## config.mk

```make
export PLATFORM = sky130hd
export DESIGN_NAME = bus_arbiter_flat
export DESIGN_NICKNAME = d
export VERILOG_FILES = /design/src/rtl/bus_arbiter_if.sv /design/src/rtl/bus_arbiter.sv /design/src/flat_wrapper.sv
export SDC_FILE = /design/constraint.sdc
export NUM_CORES = 1
export LEC_CHECK = 0
export ABC_AREA = 1
export BUFFER_PORTS_ARGS = -buffer_cell sky130_fd_sc_hd__buf_2
export CAP_MARGIN = 10
export CORE_AREA = 2 2 117 119
export CTS_BUF_LIST = sky130_fd_sc_hd__clkbuf_8
export DETAILED_ROUTE_END_ITERATION = 7
export DIE_AREA = 0 0 119 121
export GPL_TIMING_DRIVEN = 0
export PLACE_DENSITY = 0.89
export SYNTH_ARGS = -nofsm -noshare
export SYNTH_HDL_FRONTEND = slang
export SYNTH_SLANG_ARGS = --single-unit
```

## constraint.sdc

```tcl
create_clock -name clk -period 2.1 [get_ports clk]
set_clock_uncertainty 0.15 [all_clocks]
set_input_delay 0.105 -clock clk [delete_from_list [all_inputs] [get_ports clk]]
set_output_delay 0.105 -clock clk [all_outputs]
set_load 0.02 [all_outputs]
```

## src/rtl/bus_arbiter_if.sv

```systemverilog
// bus_arbiter_if: master request/ack ports and shared data-bus signals of the arbiter.
// master modport is the arbiter's view; slave modport is the masters' and bus environment's view.
interface bus_arbiter_if #(
    parameter int ADDR_BIT_WIDTH = 32,
    parameter int DATA_BIT_WIDTH = 32
);
    logic                      m0_req, m0_we, m0_gnt, m0_ack;
    logic [ADDR_BIT_WIDTH-1:0] m0_addr;
    logic [DATA_BIT_WIDTH-1:0] m0_wdata, m0_rdata;
    logic                      m1_req, m1_we, m1_gnt, m1_ack;
    logic [ADDR_BIT_WIDTH-1:0] m1_addr;
    logic [DATA_BIT_WIDTH-1:0] m1_wdata, m1_rdata;
    logic [ADDR_BIT_WIDTH-1:0] bus_addr;
    logic                      bus_wrtEn, dbus_oe;
    logic [DATA_BIT_WIDTH-1:0] dbus_out, dbus_in;

    modport master (
        input  m0_req, m0_we, m0_addr, m0_wdata,
        input  m1_req, m1_we, m1_addr, m1_wdata, dbus_in,
        output m0_gnt, m0_ack, m0_rdata, m1_gnt, m1_ack, m1_rdata,
        output bus_addr, bus_wrtEn, dbus_oe, dbus_out
    );

    modport slave (
        output m0_req, m0_we, m0_addr, m0_wdata,
        output m1_req, m1_we, m1_addr, m1_wdata, dbus_in,
        input  m0_gnt, m0_ack, m0_rdata, m1_gnt, m1_ack, m1_rdata,
        input  bus_addr, bus_wrtEn, dbus_oe, dbus_out
    );
endinterface

```

## src/rtl/bus_arbiter.sv

```systemverilog
// bus_arbiter: two-master round-robin arbiter and sequencer with device-region wait states.
// Define BUS_ARB_FIXED_PRIO_EN to make M0 always win ties.
module bus_arbiter #(
    parameter int ADDR_BIT_WIDTH = 32,
    parameter int DATA_BIT_WIDTH = 32,
    parameter int DEV_WAIT       = 2,
    parameter int WAIT_CNT_WIDTH = 4
) (
    input logic           clk,
    input logic           reset_n,
    bus_arbiter_if.master bus
);
    typedef enum logic [1:0] {IDLE, ACCESS, DONE} state_t;

    state_t                    state_q, state_d;
    logic                      rr_last_q, rr_last_d;
    logic                      sel_q, sel_d;
    logic                      we_q, we_d;
    logic [ADDR_BIT_WIDTH-1:0] bus_addr_q, bus_addr_d;
    logic [DATA_BIT_WIDTH-1:0] dbus_out_q, dbus_out_d;
    logic [WAIT_CNT_WIDTH-1:0] wcnt_q, wcnt_d;
    logic                      m0_gnt_q, m0_gnt_d, m1_gnt_q, m1_gnt_d;
    logic                      m0_ack_q, m0_ack_d, m1_ack_q, m1_ack_d;
    logic [DATA_BIT_WIDTH-1:0] m0_rdata_q, m0_rdata_d, m1_rdata_q, m1_rdata_d;
    logic                      pick1;
    logic [ADDR_BIT_WIDTH-1:0] win_addr;
    logic                      wr_en;

`ifdef BUS_ARB_FIXED_PRIO_EN
    assign pick1 = bus.m1_req & ~bus.m0_req;
`else
    assign pick1 = bus.m1_req & (~bus.m0_req | ~rr_last_q);
`endif
    assign win_addr = pick1 ? bus.m1_addr : bus.m0_addr;
    // Write strobe only in the final ACCESS cycle so the slave sees exactly one write edge.
    assign wr_en    = (state_q == ACCESS) && (wcnt_q == '0) && we_q;

    always_comb begin
        state_d    = state_q;
        rr_last_d  = rr_last_q;
        sel_d      = sel_q;
        we_d       = we_q;
        bus_addr_d = bus_addr_q;
        dbus_out_d = dbus_out_q;
        wcnt_d     = wcnt_q;
        m0_gnt_d   = m0_gnt_q;
        m1_gnt_d   = m1_gnt_q;
        m0_ack_d   = m0_ack_q;
        m1_ack_d   = m1_ack_q;
        m0_rdata_d = m0_rdata_q;
        m1_rdata_d = m1_rdata_q;
        case (state_q)
            IDLE: if (bus.m0_req | bus.m1_req) begin
                sel_d      = pick1;
                rr_last_d  = pick1;
                we_d       = pick1 ? bus.m1_we : bus.m0_we;
                bus_addr_d = win_addr;
                dbus_out_d = pick1 ? bus.m1_wdata : bus.m0_wdata;
                wcnt_d     = win_addr[28] ? WAIT_CNT_WIDTH'(DEV_WAIT) : '0;
                m0_gnt_d   = ~pick1;
                m1_gnt_d   = pick1;
                state_d    = ACCESS;
            end
            ACCESS: if (wcnt_q != '0) begin
                wcnt_d = wcnt_q - 1'b1;
            end else begin
                m0_rdata_d = (!we_q && !sel_q) ? bus.dbus_in : m0_rdata_q;
                m1_rdata_d = (!we_q && sel_q) ? bus.dbus_in : m1_rdata_q;
                m0_gnt_d   = 1'b0;
                m1_gnt_d   = 1'b0;
                m0_ack_d   = ~sel_q;
                m1_ack_d   = sel_q;
                state_d    = DONE;
            end
            DONE: begin
                m0_ack_d = 1'b0;
                m1_ack_d = 1'b0;
                state_d  = IDLE;
            end
            default: state_d = IDLE;
        endcase
    end

    always_ff @(posedge clk or negedge reset_n) begin
        if (!reset_n) begin
            state_q    <= IDLE;
            rr_last_q  <= 1'b1;
            sel_q      <= 1'b0;
            we_q       <= 1'b0;
            bus_addr_q <= '0;
            dbus_out_q <= '0;
            wcnt_q     <= '0;
            m0_gnt_q   <= 1'b0;
            m1_gnt_q   <= 1'b0;
            m0_ack_q   <= 1'b0;
            m1_ack_q   <= 1'b0;
            m0_rdata_q <= '0;
            m1_rdata_q <= '0;
        end else begin
            state_q    <= state_d;
            rr_last_q  <= rr_last_d;
            sel_q      <= sel_d;
            we_q       <= we_d;
            bus_addr_q <= bus_addr_d;
            dbus_out_q <= dbus_out_d;
            wcnt_q     <= wcnt_d;
            m0_gnt_q   <= m0_gnt_d;
            m1_gnt_q   <= m1_gnt_d;
            m0_ack_q   <= m0_ack_d;
            m1_ack_q   <= m1_ack_d;
            m0_rdata_q <= m0_rdata_d;
            m1_rdata_q <= m1_rdata_d;
        end
    end

    assign bus.m0_gnt    = m0_gnt_q;
    assign bus.m1_gnt    = m1_gnt_q;
    assign bus.m0_ack    = m0_ack_q;
    assign bus.m1_ack    = m1_ack_q;
    assign bus.m0_rdata  = m0_rdata_q;
    assign bus.m1_rdata  = m1_rdata_q;
    assign bus.bus_addr  = bus_addr_q;
    assign bus.dbus_out  = dbus_out_q;
    assign bus.bus_wrtEn = wr_en;
    assign bus.dbus_oe   = wr_en;
endmodule

```

## src/flat_wrapper.sv

```systemverilog
// flat-port wrapper written by rule: the top's interface ports become plain ports
module bus_arbiter_flat 
#(
    parameter int ADDR_BIT_WIDTH = 32,
    parameter int DATA_BIT_WIDTH = 32,
    parameter int DEV_WAIT       = 2,
    parameter int WAIT_CNT_WIDTH = 4
)
  (clk, reset_n, bus_m0_req, bus_m0_we, bus_m0_addr, bus_m0_wdata, bus_m1_req, bus_m1_we, bus_m1_addr, bus_m1_wdata, bus_dbus_in, bus_m0_gnt, bus_m0_ack, bus_m0_rdata, bus_m1_gnt, bus_m1_ack, bus_m1_rdata, bus_bus_addr, bus_bus_wrtEn, bus_dbus_oe, bus_dbus_out);
  bus_arbiter_if #(.ADDR_BIT_WIDTH(ADDR_BIT_WIDTH), .DATA_BIT_WIDTH(DATA_BIT_WIDTH)) bus_i ();
  input logic clk;
  input logic reset_n;
  input wire logic [$bits(bus_i.m0_req)-1:0] bus_m0_req;
  input wire logic [$bits(bus_i.m0_we)-1:0] bus_m0_we;
  input wire logic [$bits(bus_i.m0_addr)-1:0] bus_m0_addr;
  input wire logic [$bits(bus_i.m0_wdata)-1:0] bus_m0_wdata;
  input wire logic [$bits(bus_i.m1_req)-1:0] bus_m1_req;
  input wire logic [$bits(bus_i.m1_we)-1:0] bus_m1_we;
  input wire logic [$bits(bus_i.m1_addr)-1:0] bus_m1_addr;
  input wire logic [$bits(bus_i.m1_wdata)-1:0] bus_m1_wdata;
  input wire logic [$bits(bus_i.dbus_in)-1:0] bus_dbus_in;
  output wire logic [$bits(bus_i.m0_gnt)-1:0] bus_m0_gnt;
  output wire logic [$bits(bus_i.m0_ack)-1:0] bus_m0_ack;
  output wire logic [$bits(bus_i.m0_rdata)-1:0] bus_m0_rdata;
  output wire logic [$bits(bus_i.m1_gnt)-1:0] bus_m1_gnt;
  output wire logic [$bits(bus_i.m1_ack)-1:0] bus_m1_ack;
  output wire logic [$bits(bus_i.m1_rdata)-1:0] bus_m1_rdata;
  output wire logic [$bits(bus_i.bus_addr)-1:0] bus_bus_addr;
  output wire logic [$bits(bus_i.bus_wrtEn)-1:0] bus_bus_wrtEn;
  output wire logic [$bits(bus_i.dbus_oe)-1:0] bus_dbus_oe;
  output wire logic [$bits(bus_i.dbus_out)-1:0] bus_dbus_out;
  assign bus_i.m0_req = bus_m0_req;
  assign bus_i.m0_we = bus_m0_we;
  assign bus_i.m0_addr = bus_m0_addr;
  assign bus_i.m0_wdata = bus_m0_wdata;
  assign bus_i.m1_req = bus_m1_req;
  assign bus_i.m1_we = bus_m1_we;
  assign bus_i.m1_addr = bus_m1_addr;
  assign bus_i.m1_wdata = bus_m1_wdata;
  assign bus_i.dbus_in = bus_dbus_in;
  assign bus_m0_gnt = bus_i.m0_gnt;
  assign bus_m0_ack = bus_i.m0_ack;
  assign bus_m0_rdata = bus_i.m0_rdata;
  assign bus_m1_gnt = bus_i.m1_gnt;
  assign bus_m1_ack = bus_i.m1_ack;
  assign bus_m1_rdata = bus_i.m1_rdata;
  assign bus_bus_addr = bus_i.bus_addr;
  assign bus_bus_wrtEn = bus_i.bus_wrtEn;
  assign bus_dbus_oe = bus_i.dbus_oe;
  assign bus_dbus_out = bus_i.dbus_out;
  bus_arbiter #(.ADDR_BIT_WIDTH(ADDR_BIT_WIDTH), .DATA_BIT_WIDTH(DATA_BIT_WIDTH), .DEV_WAIT(DEV_WAIT), .WAIT_CNT_WIDTH(WAIT_CNT_WIDTH)) u_core (.clk(clk), .reset_n(reset_n), .bus(bus_i));
endmodule
```

## Yosys cells after proc, flatten, opt, wreduce, memory -nomap -nowiden

Index checks and enable logic that the tools add are counted.

- Add/subtract/negate cells: 1
- Equality and inequality tests: 5
- Muxes and demuxes: 19
- Bitwise logic cells: 8
- Reduce and logical (&&, ||, !) cells: 18

Operators with widths:

| operator | number |
|---|---|
| two-way mux 32 bit | 2 |
| AND reduction 3 bit | 4 |
| two-way mux 4 bit | 2 |
| one-hot mux 1 bit (2 select lines) | 4 |
| one-hot mux 4 bit (2 select lines) | 1 |
| two-way mux 1 bit | 6 |
| two-way mux 2 bit | 3 |
| AND reduction 2 bit | 3 |
| inverter 1 bit | 5 |
| logical AND 1 bit | 4 |
| logical NOT 4 bit | 1 |
| inequality test 2 bit (second input constant) | 2 |
| one-hot mux 2 bit (2 select lines) | 1 |
| nonzero test 2 bit | 2 |
| nonzero test 4 bit | 1 |
| subtractor 4 x 1 -> 4 bit (second input constant) | 1 |
| equality test 2 x 1 -> 1 bit (second input constant) | 1 |
| equality test 2 bit (second input constant) | 1 |
| logical NOT 1 bit | 2 |
| logical NOT 2 bit | 1 |
| inequality test 2 x 1 -> 1 bit (second input constant) | 1 |
| bitwise OR 1 bit | 2 |
| AND 1 bit | 1 |

- Register bits: 141
- Input port bits: 166
- Output and inout bits: 134
- Logic and storage cells: 64

## Longest topological paths before layout

Gate-level depths: netlist of run 1.

- Depth in word-level cells: 7
- Mapped depth: 9
- Depth with buffers taken out: 7

## Worst setup path after synthesis of run 1

No wires, ideal clock.

- Path type: flip-flop to output port
- From: register u_core.wcnt_q[0]
- To: output port bus_dbus_oe
- Arrival time: 1.484 ns
- Required time: 1.845 ns
- Slack: 0.361 ns
- Cell stages (with the launch flop): 8
- Buffers on the path: 1
- Cell sequence: dfrtp_1 > inv_1 > ha_1 > nand2_1 > nor2_1 > inv_1 > nor2_1 > buf_4

- Longest elaborated chain between the ends: 3

Ends and longest elaborated chain:

| item | RTL line | text |
|---|---|---|
| start, declared | bus_arbiter.sv:21 | `logic [WAIT_CNT_WIDTH-1:0] wcnt_q, wcnt_d;` |
| start signal, assigned | bus_arbiter.sv:106 | `wcnt_q <= wcnt_d;` |
| logical NOT 4 bit | bus_arbiter.sv:36 | `assign wr_en = (state_q == ACCESS) && (wcnt_q == '0) && we_q;` |
| logical AND 1 bit (2 in a row) | bus_arbiter.sv:36 |  |
| end, declared | flat_wrapper.sv:30 | `output wire logic [$bits(bus_i.dbus_oe)-1:0] bus_dbus_oe;` |

Every way passes these cells.

## Worst setup path after layout of run 1

- From: register u_core.rr_last_q
- To: register u_core.bus_addr_q[24], in the netlist u_core.bus.bus_addr[24]

- Longest elaborated chain between the ends: 4

Ends and longest elaborated chain:

| item | RTL line | text |
|---|---|---|
| start, declared | bus_arbiter.sv:16 | `logic rr_last_q, rr_last_d;` |
| start signal, assigned | bus_arbiter.sv:101 | `rr_last_q <= rr_last_d;` |
| inverter 1 bit | bus_arbiter.sv:32 | `assign pick1 = bus.m1_req & (~bus.m0_req \| ~rr_last_q);` |
| bitwise OR 1 bit | bus_arbiter.sv:32 |  |
| AND 1 bit | bus_arbiter.sv:32 |  |
| two-way mux 32 bit | bus_arbiter.sv:34 | `assign win_addr = pick1 ? bus.m1_addr : bus.m0_addr;` |
| end signal, assigned | bus_arbiter.sv:104 | `bus_addr_q <= bus_addr_d;` |
| end, declared | bus_arbiter.sv:19 | `logic [ADDR_BIT_WIDTH-1:0] bus_addr_q, bus_addr_d;` |

Every way passes these cells.
A chain may end at the register's enable or synchronous reset.

==> impl_results.md, run 1 <==
* Setup TNS Final at 0 ps
* Syn_nets at 957
* Synth area leader: dfrtp_1
* Rows at 42
* Worst EP arrival at 2210 ps
* Crit path required time at 2290 ps
* YS warnings at 0
* Clk slew on worst S/H paths at 90 ps
* Initial antenna violation count at 0
* Initial detailed-routing violation count at 681
* Die Span X at 119 um
* Post-layout util at 0.773
* Net count reported at finish at 1447
* WS Path Type: flip-flop to flip-flop
* Mapped Cells at 789
* R2R Path End: u_core.bus.bus_addr[24]$_DFFE_PN0P_
* Reg power frac at 0.343
* Total clock sinks at 141
* Clock Latency Late Sink at 430 ps
* Sw Share at 0.466
* Total gr overflow at 0
* Final clock period utilization by the worst path at 0.964
* Crit. End Element: flip-flop
* Hold Crit Class: input pin to asynchronous set/reset pin
* Die height at 121 um
* Vias in the first global route at 7958
* Worst Path Max Fanout at 10
* Internal power at 7.60 mW
* Synth Cell Area at 6230 sq um
* Synth unique cells at 20
* Final hold vios at 0
* Vias at 7739
* Maximum vdd drop at 0.783 mV
* Routability Congestion at 0.872
* Clk root buf: clkbuf_8
* Slew Limit Fails at 0
* Seq/Total Area, Yosys at 0.566
* Leak pwr at 5.78 nW
* Most frequent cells in the layout: nand2_1, buf_2, dlygate4sd3_1
* Actual slew at the worst max-slew pin at 515 ps
* Drt first pass iters at 6
* Share of layout cells above drive strength 1 at 0.298
* I/O Pins at 300
* TritonCTS buffer count at 17
* Antenna Nets Post-Route at 0
* Die area at 14400 sq um
* Initial Utilization at 0.476
* FF+latch count, synth at 141
* Fin cells at 1469
* Max Buffers Root-to-Sink at 2
* R2R depth at 9
* # setup viols final at 0
* Port Buffer Count at 299
* Worst-case headroom to the max-slew limit at 0.657
* Net Switching at 6.62 mW
* Largest net degree at the start of global routing at 89
* Synth top area cells: dfrtp_1, nand2_1, o21ai_1
* Min cycle time layout at 2020 ps
* First-pass GRT wire length at 39300 um
* Post-DR vias/cell at 5.27
* Worst r2r src: u_core.rr_last_q$_DFFE_PN1P_
* Peak Freq at 0.494 GHz
* WL/cell at 17.1 um
* Placed insts at 1265
* Core Region at 13100 sq um
* Worst setup SP type: flip-flop
* Pre-CTS setup slack at 178 ps
* Cell area power density at 1410 nW/um^2
* Post-synth top area share at 0.562
* Max Cap Viol at 0
* Drt total wl at 25000 um
* Setup ws final at 75.1 ps
* H-Tree Depth at 4
* DRC violations left at 0
* Dpl hpwl at 13300 um
* Most common cell after layout, fill and taps aside: nand2_1
* Status: complete, no violations
* Area delta synth->final at 62.3%
* Gr usage total at 0.348
* Combinational Power Share at 0.498
* Reg-to-reg slack, setup at 80 ps
* Synthesized area per cell at 7.90 sq um
* Clk pwr share at 0.159
* CTS tree: yes
per-layer routing:
layer  track usage  up-vias  wire, um
li1              -     3391         -
met1         0.378     3535      8440
met2         0.594      632     12300
met3        0.0860      181      2520
met4         0.254        0      1750
met5             0        -         0
worst max path at each step:
stage / endpoint / depth (start not counted) / slack [ps] / startpoint
finish: u_core.bus.bus_addr[24]$_DFFE_PN0P_ / 9 / 80 / u_core.rr_last_q$_DFFE_PN1P_
detailed placement: bus_dbus_oe / 8 / 180 / u_core.wcnt_q[0]$_DFFE_PN0P_
global route: bus_dbus_oe / 8 / -5 / u_core.wcnt_q[0]$_DFFE_PN0P_
global placement: u_core.bus.dbus_out[9]$_DFFE_PN0P_ / 1 / -1140 / reset_n
floorplan: bus_dbus_oe / 7 / 360 / u_core.wcnt_q[0]$_DFFE_PN0P_
CTS: bus_dbus_oe / 8 / 10 / u_core.wcnt_q[1]$_DFFE_PN0P_
worst max-delay path: stages (launching register included):
cell and delay (ps):
dfstp_2 530, nand2_1 70, nand2_2 90, inv_2 60, buf_4 180, nand2_1 90, nand2_1 50, dlygate4sd3_1 560
nand2_1 90, nand2_1 50
final cells by class:
cell class              instances  area [sq um]
repair buffers                471          3230
clock buffers                  18           248
fillers                       744          2970
inverters                      43           161
flip-flops and latches        141          3530
plain buffers                  41           255
multi-input cells             564          2310
well taps                     176           220
clock inverters                14           156
diodes                          1          2.50
sequential cells by signal, indices dropped and copies added, names as in the netlist:
name                 cells
u_core.bus.bus_addr     32
u_core.bus.dbus_out     32
u_core.bus.m0_ack        1
u_core.bus.m0_gnt        1
u_core.bus.m0_rdata     32
u_core.bus.m1_ack        1
u_core.bus.m1_gnt        1
u_core.bus.m1_rdata     32
u_core.rr_last_q         1
u_core.sel_q             1
u_core.state_q           2
u_core.wcnt_q            4
u_core.we_q              1
cell usage after synthesis:
cell      instances
inv_2             4
nor2_1           11
nand3_1          10
o21a_1            1
o21ai_1          64
nor2_2            1
nand3_4           2
dfrtp_1         140
ha_1              2
dfstp_2           1
nand4_1           1
buf_6             5
o21ai_0           7
o21ai_4           1
clkbuf_1          7
inv_1            39
buf_4            10
buf_2            19
nand2_1         463
xor2_1            1
what timing repair did:
action | in CTS | in global routing
setup endpoints to repair | 2 | 12
gates resized for setup | 7 | 4
pin swaps | 2 | 2
hold endpoints to repair | 272 | 1
buffers inserted | 1 | 3
hold buffers | 167 | 1
power by group through the flow:
| stage | Sequential, mW | Combinational (mW) | Clock, mW |
|---|---|---|---|
| floorplan | 6.31 | 2.52 | 0 |
| detailed placement | 4.79 | 6.39 | 0 |
| global placement | 4.78 | 6.18 | 0 |
| global route | 5.01 | 7.62 | 2.40 |
| CTS | 4.78 | 6.74 | 2.26 |
| finish | 4.88 | 7.08 | 2.26 |
cell families after synthesis:
kind of cell / Yosys count / synth area share
AOI/OAI and AO/OA: 73 / 0.0608
xor gates and xnor gates: 1 / 0.00141
adders and majority gates: 2 / 0.00401
buffers and inverters: 84 / 0.0664
DFF: 141 / 0.566
and+or+nand+nor: 488 / 0.301
metrics by stage:
step	hold WS [ps]	area (sq um)	total power [mW]
floorplan	-341	6230	8.83
global placement	221	7950	11.0
detailed placement	-57.6	7980	11.2
CTS	49.1	10100	13.8
global route	76.1	10100	15.0
finish	51.5	10100	14.2
Note: power is estimated with default switching activity, not from simulation.
==> run 2: changes to the inputs <==
CORE_AREA = 2 2 124 126   (was 2 2 117 119)
DIE_AREA = 0 0 126 128   (was 0 0 119 121)
PLACE_DENSITY = 0.84   (was 0.89)
clock period = 1.8 ns   (was 2.1 ns; I/O delays follow)
==> impl_results.md, run 2 (synthesis gave the netlist of run 1 again) <==
* Total gr overflow at 0
* Multi-input logic area at 2340 sq um
* Crit. End Element: output port
* Worst r2r src: u_core.rr_last_q$_DFFE_PN1P_
* Max Cap Viol at 0
* Internal power at 8.79 mW
* Net Switching at 7.88 mW
* Share of layout cells above drive strength 1 at 0.308
* Rows at 45
* Core Region at 14900 sq um
* Area delta synth->final at 64.2%
* Setup TNS Final at -127 ps
* Worst Path Max Fanout at 2
* Crit. Startpoint: u_core.wcnt_q[1]$_DFFE_PN0P_
* Clk root buf: clkbuf_8
* Port Buffer Count at 299
* Leak pwr at 5.82 nW
* Post-DR vias/cell at 5.17
* Unrepaired setup endpoints after global routing: true
* Sequential cell area at 3530 sq um
* First-pass GRT wire length at 40000 um
* Most common cell after layout, fill and taps aside: nand2_1
* Placed insts at 1277
* Clk pwr share at 0.152
* I/O Pins at 300
* Combinational Power Share at 0.505
* Initial detailed-routing violation count at 587
* Drt total wl at 25600 um
* Cell area power density at 1630 nW/um^2
* Final hold vios at 0
* Worst setup SP type: flip-flop
* Clock Latency Late Sink at 450 ps
* Die Span X at 126 um
* Peak Freq at 0.533 GHz
* Sw Share at 0.473
* Die height at 128 um
* Final clock period utilization by the worst path at 1.04
* Hold Crit Class: input pin to asynchronous set/reset pin
* Fin Hold WS at 78.6 ps
* Reg power frac at 0.343
* Actual slew at the worst max-slew pin at 621 ps
* Fin cells at 1490
* WL/cell at 17.2 um
* # setup viols final at 2
* H-Tree Depth at 4
* Total clock sinks at 141
* Worst-case headroom to the max-slew limit at 0.586
* Vias at 7705
* Largest net degree at the start of global routing at 78
* Gr usage total at 0.315
* Most frequent cells in the layout: nand2_1, buf_2, dlygate4sd3_1
* Worst EP arrival at 1640 ps
* Clk slew on worst S/H paths at 80 ps
* CTS tree: yes
* Maximum vdd drop at 0.974 mV
* Net count reported at finish at 1455
* Slew Limit Fails at 0
* Drt first pass iters at 7
* DRC violations left at 0
* TritonCTS buffer count at 17
* Routability Congestion at 0.855
* Setup ws final at -76.5 ps
* Initial antenna violation count at 2
* WS Path Type: flip-flop to output port
* Max Buffers Root-to-Sink at 2
* Min cycle time layout at 1880 ps
* Antenna Nets Post-Route at 0
* Fillers at 982
* Initial Utilization at 0.419
* Die area at 16100 sq um
* Vias in the first global route at 8023
* Failing checks: negative setup slack
* Dpl hpwl at 14000 um
* Status: complete, but fails checks
* Crit path required time at 1560 ps
## run 2: power by group through the flow
stage	combinational [mW]	clock (mW)	sequential, mW
finish	8.41	2.54	5.71
global route	9.11	2.71	5.84
CTS	7.99	2.57	5.58
detailed placement	7.49	0	5.59
global placement	7.27	0	5.56
floorplan	2.94	0	7.36
## run 2: critical path, cell delays in order (launching register included)
cell and delay (ps):
dfrtp_1 410, inv_2 90, ha_4 150, nand2_4 60
nor2_4 110, inv_4 50, nor2_4 120, buf_6 110
buf_6 100
## run 2: area by class of cell
type	instances	share of cell area
Clock buffer	17	0.0229
Tap cell	188	0.0230
Timing Repair Buffer	479	0.323
Sequential cell	141	0.345
Buffer	41	0.0260
Clock inverter	15	0.0148
Multi-Input combinational cell	564	0.229
Antenna cell	2	0.000489
Inverter	43	0.0160
## run 2: repair_timing
item	4_1_cts	5_1_grt
pin swaps	4	2
hold buffers	166	0
endpoints found under the hold margin	272	0
setup endpoints to repair	2	55
setup buffers	7	6
gates resized for setup	16	12
## run 2: worst paths after layout
check / to / slack, ps / cells after the start
max: bus_dbus_oe / -80 / 8
min: u_core.bus.m0_rdata[10]$_DFFE_PN0P_ / 80 / 2
max reg2reg: u_core.wcnt_q[1]$_DFFE_PN0P_ / 40 / 6
min reg2reg: u_core.rr_last_q$_DFFE_PN1P_ / 320 / 2
max in group asynchronous: u_core.bus.dbus_out[13]$_DFFE_PN0P_ / 610 / 3
min in group clk: u_core.bus.m1_rdata[8]$_DFFE_PN0P_ / 300 / 4
## run 2: stage by stage
stage | power (mW) | cell area (sq um) | worst slack [ps] | utilization
6_report | 16.7 | 10200 | -76.5 | 0.689
5_1_grt | 17.7 | 10200 | -153 | 0.689
4_1_cts | 16.1 | 10100 | -119 | 0.683
3_5_place_dp | 13.1 | 8000 | -62.8 | 0.538
3_3_place_gp | 12.8 | 7970 | -1420 | 0.536
2_1_floorplan | 10.3 | 6230 | 75.6 | -
## run 2: per-layer routing
metal	GRT usage	part of all wire	routed length, um
met1	0.336	0.35	8860
met2	0.545	0.49	12600
met3	0.0989	0.10	2560
met4	0.194	0.063	1620
met5	0	0	0
==> run 3: changes to the inputs <==
CORE_AREA = 2 2 118 132   (was 2 2 124 126)
DIE_AREA = 0 0 120 134   (was 0 0 126 128)
HOLD_SLACK_MARGIN = 0.1   (was unset)
==> impl_results.md, run 3 (synthesis gave the netlist of run 1 again) <==
* Status: complete, but fails checks
* Failing checks: negative setup slack
* # setup viols final at 1
* Largest net degree at the start of global routing at 75
* Maximum vdd drop at 0.875 mV
* Initial Utilization at 0.422
* Total clock sinks at 141
* Clk root buf: clkbuf_8
* Worst r2r src: u_core.rr_last_q$_DFFE_PN1P_
* Actual slew at the worst max-slew pin at 592 ps
* First-pass GRT wire length at 39100 um
* Initial detailed-routing violation count at 634
* Slew Limit Fails at 0
* Most common cell after layout, fill and taps aside: nand2_1
* Total gr overflow at 0
* Peak per-stage delay on the critical path at 400 ps
* DRC violations left at 0
* R2R Path End: u_core.bus.dbus_out[2]$_DFFE_PN0P_
* Stages on worst setup path at 8
* CP Buf/Inv Count at 4
* Crit path max-delay family: flip-flops
* Die area at 16100 sq um
* TritonCTS buffer count at 17
* Setup ws final at -5.62 ps
* Worst Path Max Fanout at 2
* Initial antenna violation count at 0
* Critical-path cell list: inv_2 -> ha_4 -> nand2_4 -> nor2_4 -> inv_2 -> nor2_4 -> buf_6 -> buf_6
* WL/cell at 17.2 um
* Leak pwr at 5.85 nW
* CTS tree: yes
* Gr usage total at 0.313
* Critical Path Sink: bus_dbus_oe
* Worst EP arrival at 1570 ps
* Antenna Nets Post-Route at 0
* Crit. Startpoint: u_core.wcnt_q[0]$_DFFE_PN0P_
* Worst-case headroom to the max-slew limit at 0.605
* Slowest-stage cell, CP: dfrtp_1
* Hold Crit Class: input pin to flip-flop
* Clk slew on worst S/H paths at 80 ps
* Design Power at 16.7 mW
* I/O Pins at 300
* Max Cap Viol at 0
* Vias in the first global route at 7689
* Setup TNS Final at -5.62 ps
* Unrepaired setup endpoints after global routing: true
* Antenna diodes at 0
* Dpl hpwl at 14600 um
* Net count reported at finish at 1456
* Cell area power density at 1620 nW/um^2
* Share of layout cells above drive strength 1 at 0.307
* Min cycle time layout at 1810 ps
* Post-DR vias/cell at 5.15
* Crit. End Element: output port
* Die height at 134 um
* Reg-to-reg slack, setup at 50 ps
* Die Span X at 120 um
* Drt first pass iters at 6
* Area delta synth->final at 65.2%
* Max Buffers Root-to-Sink at 2
* Most frequent cells in the layout: nand2_1, buf_2, dlygate4sd3_1
* Drt total wl at 25800 um
* Worst setup SP type: flip-flop
* Rows at 47
* Final clock period utilization by the worst path at 1.00
* Routability Congestion at 0.876
* Peak Freq at 0.554 GHz
* Vias at 7717
* Port Buffer Count at 299
* Clock Latency Late Sink at 440 ps
* R2R depth at 8
* Final hold vios at 0
* Crit path required time at 1560 ps
* Core Region at 14800 sq um
* H-Tree Depth at 4
* WS Path Type: flip-flop to output port
==> run 3: tightest hold or removal path: cells and delay by family <==
kind	cells	cell delay [ps]
compound gates	1	110
buf+inv	3	650
==> run 3: worst min-delay path by stage <==
stage | startpoint | end | cells past startpoint
6_report | bus_dbus_in[24] | u_core.bus.m0_rdata[24]$_DFFE_PN0P_ | 4
2_1_floorplan | reset_n | u_core.bus.bus_addr[0]$_DFFE_PN0P_ | 0
4_1_cts | bus_dbus_in[1] | u_core.bus.m1_rdata[1]$_DFFE_PN0P_ | 4
5_1_grt | bus_dbus_in[24] | u_core.bus.m0_rdata[24]$_DFFE_PN0P_ | 4
3_5_place_dp | reset_n | u_core.bus.m0_rdata[12]$_DFFE_PN0P_ | 1
3_3_place_gp | bus_dbus_in[27] | u_core.bus.m0_rdata[27]$_DFFE_PN0P_ | 3
==> run 3: metal layers <==
layer | GRT usage | up-vias | share of wire
met2 | 0.520 | 625 | 0.48
met1 | 0.354 | 3538 | 0.36
met5 | 0 | - | 0
met3 | 0.0982 | 141 | 0.11
li1 | - | 3413 | -
met4 | 0.184 | 0 | 0.056
==> run 3: metrics by stage <==
step | std cells | setup slack, ps | utilization | hold WS, ps | cell area [sq um]
3_5_place_dp | 1285 | -62.2 | 0.543 | -6.33 | 8010
3_3_place_gp | 1284 | -1450 | 0.540 | 206 | 7980
4_1_cts | 1492 | -88.8 | 0.689 | 277 | 10200
2_1_floorplan | 789 | 75.6 | - | -356 | 6230
6_report | 1497 | -5.62 | 0.698 | 304 | 10300
5_1_grt | 1497 | -99.1 | 0.698 | 304 | 10300
==> run 3: final cells by class <==
| cell class | instances | area, sq um |
|---|---|---|
| inverters | 43 | 164 |
| clock inverters | 14 | 134 |
| multi-input cells | 566 | 2360 |
| repair buffers | 478 | 3290 |
| well taps | 196 | 245 |
| plain buffers | 41 | 328 |
| clock buffers | 18 | 248 |
| flip-flops and latches | 141 | 3530 |
| fillers | 961 | 4460 |
==> run 3: report_power, final <==
group | internal (mW) | total [mW] | switching [mW]
registers | 4.75 | 5.71 | 0.961
clock network | 1.16 | 2.46 | 1.31
logic | 2.94 | 8.52 | 5.58
total | 8.84 | 16.7 | 7.85
==> run 3: repair_timing <==
action / 4_1_cts / 5_1_grt
resized for setup: 15 / 41
pin swaps: 4 / 4
buffers inserted: 8 / 3
hold endpoints to repair: 272 / 0
setup endpoints to repair: 2 / 137
cloned: 0 / 2
hold buffers: 167 / 0
